**src/rtl/instr_aligner.sv**
```systemverilog
// Halfword instruction aligner between icache and fetch; stitches word-straddling 32-bit instructions.
// Optional feature: define ALIGNER_ILLEGAL_CHK_EN to flag the all-zero compressed parcel as illegal.
module instr_aligner #(
    parameter int          XLEN      = 32,
    parameter logic [31:0] NOP_INSTR = 32'h0000_0013
) (
    input  logic            clk,
    input  logic            rst,
    input  logic [31:0]     instr_un,
    input  logic [XLEN-1:0] pc_ff,
    input  logic            icache_valid,
    input  logic            kill,
    output logic [31:0]     instr,
    output logic            is_comp,
    output logic            instr_valid,
    output logic            stall,
    output logic [XLEN-1:0] pc_aligned,
    output logic            illegal
);

    typedef enum logic {
        IDLE,
        SPLIT_WAIT
    } state_e;

    localparam logic [XLEN-1:0] HALF_STEP = XLEN'(2);

    state_e          state_q, state_d;
    logic [15:0]     hold_half_q, hold_half_d;
    logic [XLEN-1:0] hold_pc_q, hold_pc_d;
    logic [15:0]     par;
    logic [XLEN-1:0] next_half_pc;

    always_ff @(posedge clk or posedge rst) begin
        if (rst) begin
            state_q     <= IDLE;
            hold_half_q <= 16'h0000;
            hold_pc_q   <= '0;
        end else begin
            state_q     <= state_d;
            hold_half_q <= hold_half_d;
            hold_pc_q   <= hold_pc_q == hold_pc_d ? hold_pc_q : hold_pc_d;
        end
    end

    assign par          = pc_ff[1] ? instr_un[31:16] : instr_un[15:0];
    assign next_half_pc = hold_pc_q + HALF_STEP;

    always_comb begin
        state_d     = state_q;
        hold_half_d = hold_half_q;
        hold_pc_d   = hold_pc_q;
        instr       = NOP_INSTR;
        is_comp     = 1'b0;
        instr_valid = 1'b0;
        stall       = 1'b0;
        pc_aligned  = {pc_ff[XLEN-1:2], 2'b00};

        unique case (state_q)
            IDLE: begin
                if (icache_valid) begin
                    if (par[1:0] != 2'b11) begin
                        instr       = {16'h0000, par};
                        is_comp     = 1'b1;
                        instr_valid = 1'b1;
                    end else if (!pc_ff[1]) begin
                        instr       = instr_un;
                        instr_valid = 1'b1;
                    end else begin
                        // Upper half begins a 32-bit instruction; keep it and fetch the next word.
                        hold_half_d = instr_un[31:16];
                        hold_pc_d   = pc_ff;
                        stall       = 1'b1;
                        pc_aligned  = pc_ff + HALF_STEP;
                        state_d     = SPLIT_WAIT;
                    end
                end
            end
            SPLIT_WAIT: begin
                stall      = 1'b1;
                pc_aligned = {next_half_pc[XLEN-1:2], 2'b00};
                if (icache_valid) begin
                    instr       = {instr_un[15:0], hold_half_q};
                    instr_valid = 1'b1;
                    stall       = 1'b0;
                    state_d     = IDLE;
                end
            end
            default: state_d = IDLE;
        endcase

        // A redirect discards whatever is in flight, including a half-built instruction.
        if (kill) begin
            instr       = NOP_INSTR;
            is_comp     = 1'b0;
            instr_valid = 1'b0;
            stall       = 1'b0;
            state_d     = IDLE;
            hold_half_d = 16'h0000;
        end
    end

`ifdef ALIGNER_ILLEGAL_CHK_EN
    assign illegal = is_comp && (instr[15:0] == 16'h0000);
`else
    assign illegal = 1'b0;
`endif

endmodule

```
**config.mk**
```make
export PLATFORM = sky130hd
export DESIGN_NAME = instr_aligner
export DESIGN_NICKNAME = d
export VERILOG_FILES = /design/src/rtl/instr_aligner.sv
export SDC_FILE = /design/constraint.sdc
export NUM_CORES = 1
export LEC_CHECK = 0
export ABC_AREA = 1
export CORE_MARGIN = 3
export CORE_UTILIZATION = 45
export CTS_CLUSTER_SIZE = 30
export DETAILED_ROUTE_END_ITERATION = 10
export PLACE_DENSITY = 0.73
export SETUP_SLACK_MARGIN = 0.05
export SLEW_MARGIN = 20
export SYNTH_ARGS = -nofsm -noshare
export SYNTH_HDL_FRONTEND = slang
export SYNTH_SLANG_ARGS = --single-unit
```
**constraint.sdc**
```tcl
create_clock -name clk -period 4.77 [get_ports clk]
set_clock_uncertainty 0.1 [all_clocks]
set_input_delay 1.1925 -clock clk [delete_from_list [all_inputs] [get_ports clk]]
set_output_delay 1.1925 -clock clk [all_outputs]
set_load 0.02 [all_outputs]
```
==> qor.yml, run 1 <==
status: "complete, no violations"
ys_seq_area_frac: 0.256
synth_area_per_cell_um2: 6.27
grt.total_usage: 0.319
core_um2: 9950
worstPathMaxFanout: 6
finalSetupTns_ns: 0
cts_hold_buf: 0
setup.worst_path.start_class: "primary input"
dp_hpwl_um: 14700
overflow: 0
path_buf_inv: 3
numClockSinks: 48
path_common_cell: "nand3_1"
final_util: 0.669
vias: 5892
dpl_cell_area_um2: 6520
ys_async_sr_fraction: 1.00
syn_inst: 749
io_buffers: 133
synthDistinctLibCells: 45
cp.arrival_ns: 3.34
dr.pass1.iters: 5
power.density_nw_per_um2: 213
clock_latency_ns: 0.32
slowest_stage: "clkdlybuf4s50_1"
tritoncts: "built"
area_growth_syn_to_layout_pct: 42.0
tightestPinTransition_ns: 0.895
crit_chain: "clkdlybuf4s50_1 -> nand2_1 -> nor2_4 -> buf_4 -> nand3_1 -> nor2_1 -> nand4_1 -> nor2_1 -> nand3_1 -> nand3_1 -> nand2_1 -> dlygate4sd2_1"
route.detailed.drc: 0
worst_setup_path_end_kind: "output port"
wl_per_cell_um: 17.7
fin_crit_sh: 0.971
clockBufferDepth: 2
cap_viol_max_count: 0
grt_pass1_vias: 5681
synth_warnings: 0
design_area_um2: 6660
whs_ns: 0.403
grt_pass1_wl_um: 29200
synth_ff_type: "dfrtp_1"
max_freq_ghz: 0.216
die_w_um: 108
viasPerCell: 5.58
cpPeakStageDelay_ns: 0.58
start_util: 0.472
wl_met3_um: 1700
root_buffer: "clkbuf_8"
io-pin-count: 136
power_leakage_nw: 3.37
die_y_um: 108
ys_ff_latch: 48
finalHoldViolations: 0
grt_max_degree: 55
irDropWorstVdd_mv: 0.158
netlist_area_um2: 4690
clk_pin_slew_ns: 0.09
synth_edf_count: 0
gp_congestion: 0.945
crit_family: "simple AND/OR/NAND/NOR gates"
period_minus_slack_ns: 4.63
drt_wl_total_um: 18700
wl_met2_um: 8580
final_antenna_net_count: 0
cts_buffers: 5
wl_met1_um: 7920
nets: 992
core.rowCount: 36
rsz0062_at_grt: "no"
cts-htree-levels: 2
design.die.area_um2: 11700
drt-initial-drc-count: 598
cp.required_ns: 3.48
setup_viol: 0
antenna_found_initial: 0
relSlewSlack: 0.402
hp-class: "register to register"
top_layer: "met4"
slew_viol_final: 0
path_class: "primary input to output port"
drive_gt1_frac: 0.129
antenna_cells: 0
cell families (layout without fill, tap and decap cells):
family	count (synthesis)	count (layout)	share of synthesized area
simple gates	389	389	0.378
buf+inv	141	314	0.123
compound gates	136	136	0.175
flops	48	48	0.256
xor+xnor	24	24	0.0448
mux	8	8	0.0171
fa+ha+maj	2	2	0.00533
other cells	1	2	0.000799
registers in the layout, indices dropped and copies added, names as in the netlist:
signal and count:
state_q 1, hold_pc_q 31, hold_half_q 16
Yosys cell counts (10+ instances only):
| master | instances | area [um^2] |
|---|---|---|
| a21oi_1 | 34 | 170 |
| a22oi_2 | 10 | 125 |
| buf_2 | 10 | 50.1 |
| clkbuf_1 | 14 | 52.6 |
| dfrtp_1 | 48 | 1200 |
| inv_1 | 101 | 379 |
| nand2_1 | 176 | 661 |
| nand3_1 | 75 | 375 |
| nand4_1 | 21 | 131 |
| nor2_1 | 66 | 248 |
| nor2_2 | 11 | 68.8 |
| nor3_1 | 21 | 105 |
| o21ai_0 | 65 | 325 |
| xor2_1 | 16 | 140 |
final cells by class:
| type | instances | area [um^2] |
|---|---|---|
| Sequential cell | 48 | 1200 |
| Inverter | 109 | 410 |
| Clock buffer | 6 | 72.6 |
| Tap cell | 133 | 166 |
| Multi-Input combinational cell | 561 | 2940 |
| Clock inverter | 2 | 35.0 |
| Fill cell | 927 | 3290 |
| Timing Repair Buffer | 197 | 1840 |
per-layer routing:
metal  vias up  track usage
met4         0       0.0983
li1       2796            -
met1      2756        0.438
met2       307        0.512
met5         -            0
met3        33       0.0555
power by group:
part / leakage [nW] / switching (mW) / total, mW / internal (mW)
clock network: 0.0552 / 0.158 / 0.314 / 0.156
logic: 2.73 / 0.328 / 0.550 / 0.222
registers: 0.583 / 0.0849 / 0.553 / 0.468
metrics by stage:
stage               setup WS (ns)  std cells  total power [mW]
global placement          -0.0718       1047              1.10
CTS                        0.0599       1055              1.42
detailed placement         -0.113       1047              1.11
floorplan                   0.916        750             0.849
global route               0.0604       1056              1.50
finish                      0.138       1056              1.42
worst reg2reg max path: cells and delay by family (launching register included):
kind / cells / cell delay (ns)
flip-flops: 1 / 0.61
buffers and inverters: 2 / 0.58
multiplexers: 1 / 0.30
AND/OR/NAND/NOR: 1 / 0.19
worst paths after layout:
kind | from | endpoint | slack (ns) | cells past startpoint
min reg2reg | hold_half_q[10] | hold_half_q[10] | 0.40 | 2
min in group asynchronous | rst | hold_pc_q[3] | 1.25 | 2
max in group asynchronous | rst | state_q | 2.76 | 2
max | icache_valid | pc_aligned[27] | 0.14 | 12
max reg2reg | state_q | hold_pc_q[2] | 2.88 | 4
min | hold_half_q[10] | hold_half_q[10] | 0.40 | 2
timing repair:
action	in CTS	in global routing
resized for setup	39	25
pin swaps	0	1
endpoints found under the setup margin	38	29
buffers inserted	0	1
cell usage in the layout (no fill, tap or decap), drive strengths merged, types with 2 or more instances in the layout:
master	synthesis	final
ha	2	2
nand2	180	180
a21oi	34	34
clkdlybuf4s50	0	75
nor3b	2	2
conb	1	2
nand4	21	21
a22oi	16	16
nor3	23	23
inv	107	106
o211ai	3	3
xor2	16	16
dlymetal6s2s	0	22
nand3	75	75
mux2i	8	8
dlygate4sd2	0	35
dfrtp	48	48
buf	18	64
a31oi	2	2
o21ai	68	68
a21boi	2	2
clkbuf	14	6
clkinv	2	4
nor2	83	83
or2	4	4
xnor2	8	8
a221oi	5	5
Power figures use the tool's default switching activity.
==> inputs of run 2 (changes only) <==
REMOVE_ABC_BUFFERS = 1   (was default)
==> qor.yml, run 2 (synthesis results as in run 1) <==
grt_use_met2: 0.541
cp.required_ns: 3.48
tightestPinTransition_ns: 0.919
final_antenna_net_count: 0
max_freq_ghz: 0.221
core_um2: 9950
wl_per_cell_um: 17.1
crit_cells: 12
dp_slack_ns: -0.167
min_path_cells: 2
area_growth_syn_to_layout_pct: 39.7
viasPerCell: 5.55
rsz0062_at_grt: "no"
cap_viol_max_count: 0
antenna_found_initial: 0
setup.worst_path.start_class: "primary input"
overflow: 0
drt-initial-drc-count: 362
met1_usage: 0.391
cts_setup_buffers: 0
dr.pass1.iters: 5
tritoncts: "built"
final_util: 0.659
slowest_stage: "clkdlybuf4s50_1"
crit_chain: "clkdlybuf4s50_1 -> nand2_1 -> nand2_1 -> nand2_4 -> buf_4 -> inv_1 -> nor2_1 -> o21ai_0 -> nand2_1 -> nand2_1 -> nand2_1 -> dlygate4sd2_1"
start_util: 0.472
irDropWorstVdd_mv: 0.196
setup_viol: 0
io-pin-count: 136
power.density_nw_per_um2: 216
hp-class: "register to register"
path_buf_inv: 4
numClockSinks: 48
busiest_layer: "met2"
fin_ws_ns: 0.238
period_minus_slack_ns: 4.53
largest_register_ffs: 31
core.rowCount: 36
root_buffer: "clkbuf_8"
io_buffers: 133
cpPeakStageDelay_ns: 0.48
cts-htree-levels: 2
relSlewSlack: 0.387
vias: 5829
regMostFlops: "hold_pc_q"
layout_commonest_cell: "nand2_1"
antenna_cells: 0
dp_hpwl_um: 14100
slew_viol_final: 0
nets: 987
path_class: "primary input to output port"
status: "complete, no violations"
grt_pass1_wl_um: 29200
path_common_cell: "nand2_1"
design.die.area_um2: 11700
gp_congestion: 0.981
drt_wl_total_um: 18000
reg_top3: "hold_pc_q (31), hold_half_q (16), state_q (1)"
clk_pin_slew_ns: 0.11
grt_pass1_vias: 5889
die_w_um: 108
power_leakage_nw: 3.17
cp.arrival_ns: 3.24
clockBufferDepth: 2
cts_buffers: 5
die_y_um: 108
grt_max_degree: 55
worstRegToRegCells: 5
finalHoldViolations: 0
final_cell_mix: "nand2_1, inv_1, nand3_1"
crit_family: "buffers and inverters"
drive_gt1_frac: 0.129
route.detailed.drc: 0
use_met3: 0.0669
fin_crit_sh: 0.950
worstPathMaxFanout: 15
clock_latency_ns: 0.34
worst_setup_path_end_kind: "output port"
grt.total_usage: 0.318
-- run 2: changes by cell type in the layout (fill, tap and decap cells not counted), moves of 3 or more --
cell / change
buf_4: -6
dlygate4sd2_1: +14
clkbuf_2: +3
dlymetal6s2s_1: -17
-- run 2: path summary, 6_finish.rpt --
check / slack, ns / end / startpoint
worst max-delay path: 0.24 / pc_aligned[12] / instr_un[17]
worst min-delay path: 0.41 / hold_half_q[9] / hold_half_q[9]
worst max register to register: 2.69 / hold_pc_q[11] / state_q
worst min register to register: 0.41 / hold_half_q[9] / hold_half_q[9]
max in group asynchronous: 2.76 / state_q / rst
min in group asynchronous: 1.24 / hold_pc_q[31] / rst
-- run 2: repair_timing --
| action | in CTS | in global routing |
|---|---|---|
| cloned | 0 | 0 |
| setup endpoints to repair | 55 | 36 |
| pin swaps | 0 | 0 |
| resized for setup | 55 | 16 |
| hold buffers | 0 | 0 |
-- run 2: worst min-delay path: stages, from the launching register on --
cell and delay (ns):
dfrtp_1 0.36, nand3_1 0.07, nand2_1 0.05
-- run 2: layout make-up --
type                    count  area (um^2)
multi-input cells         561         2930
flip-flops and latches     48         1200
fillers                   954         3390
repair buffers            192         1740
well taps                 133          166
clock buffers               5         68.8
inverters                 109          410
clock inverters             3         42.5
-- run 2: power by group --
part           switching [mW]  internal (mW)  total [mW]
sequential             0.0773          0.468       0.545
combinational           0.336          0.215       0.552
clock                   0.165          0.156       0.321
total                   0.579          0.839        1.42
-- run 2: through the flow --
stage / std cells / total power, mW / instance area [um^2] / TNS [ns] / hold slack [ns]
3_3_place_gp: 1043 / 1.10 / 6500 / -1.11 / 0.376
6_report: 1051 / 1.42 / 6560 / 0 / 0.410
4_1_cts: 1051 / 1.42 / 6550 / 0 / 0.411
3_5_place_dp: 1043 / 1.11 / 6500 / -3.56 / 0.386
5_1_grt: 1051 / 1.50 / 6560 / 0 / 0.431
2_1_floorplan: 718 / 0.835 / 4530 / 0 / 0.360
-- run 2: metal layers --
layer	vias to the layer above	wire length [um]
met1	2667	7110
met5	-	0
met4	0	630
met2	319	8690
li1	2792	-
met3	51	1580
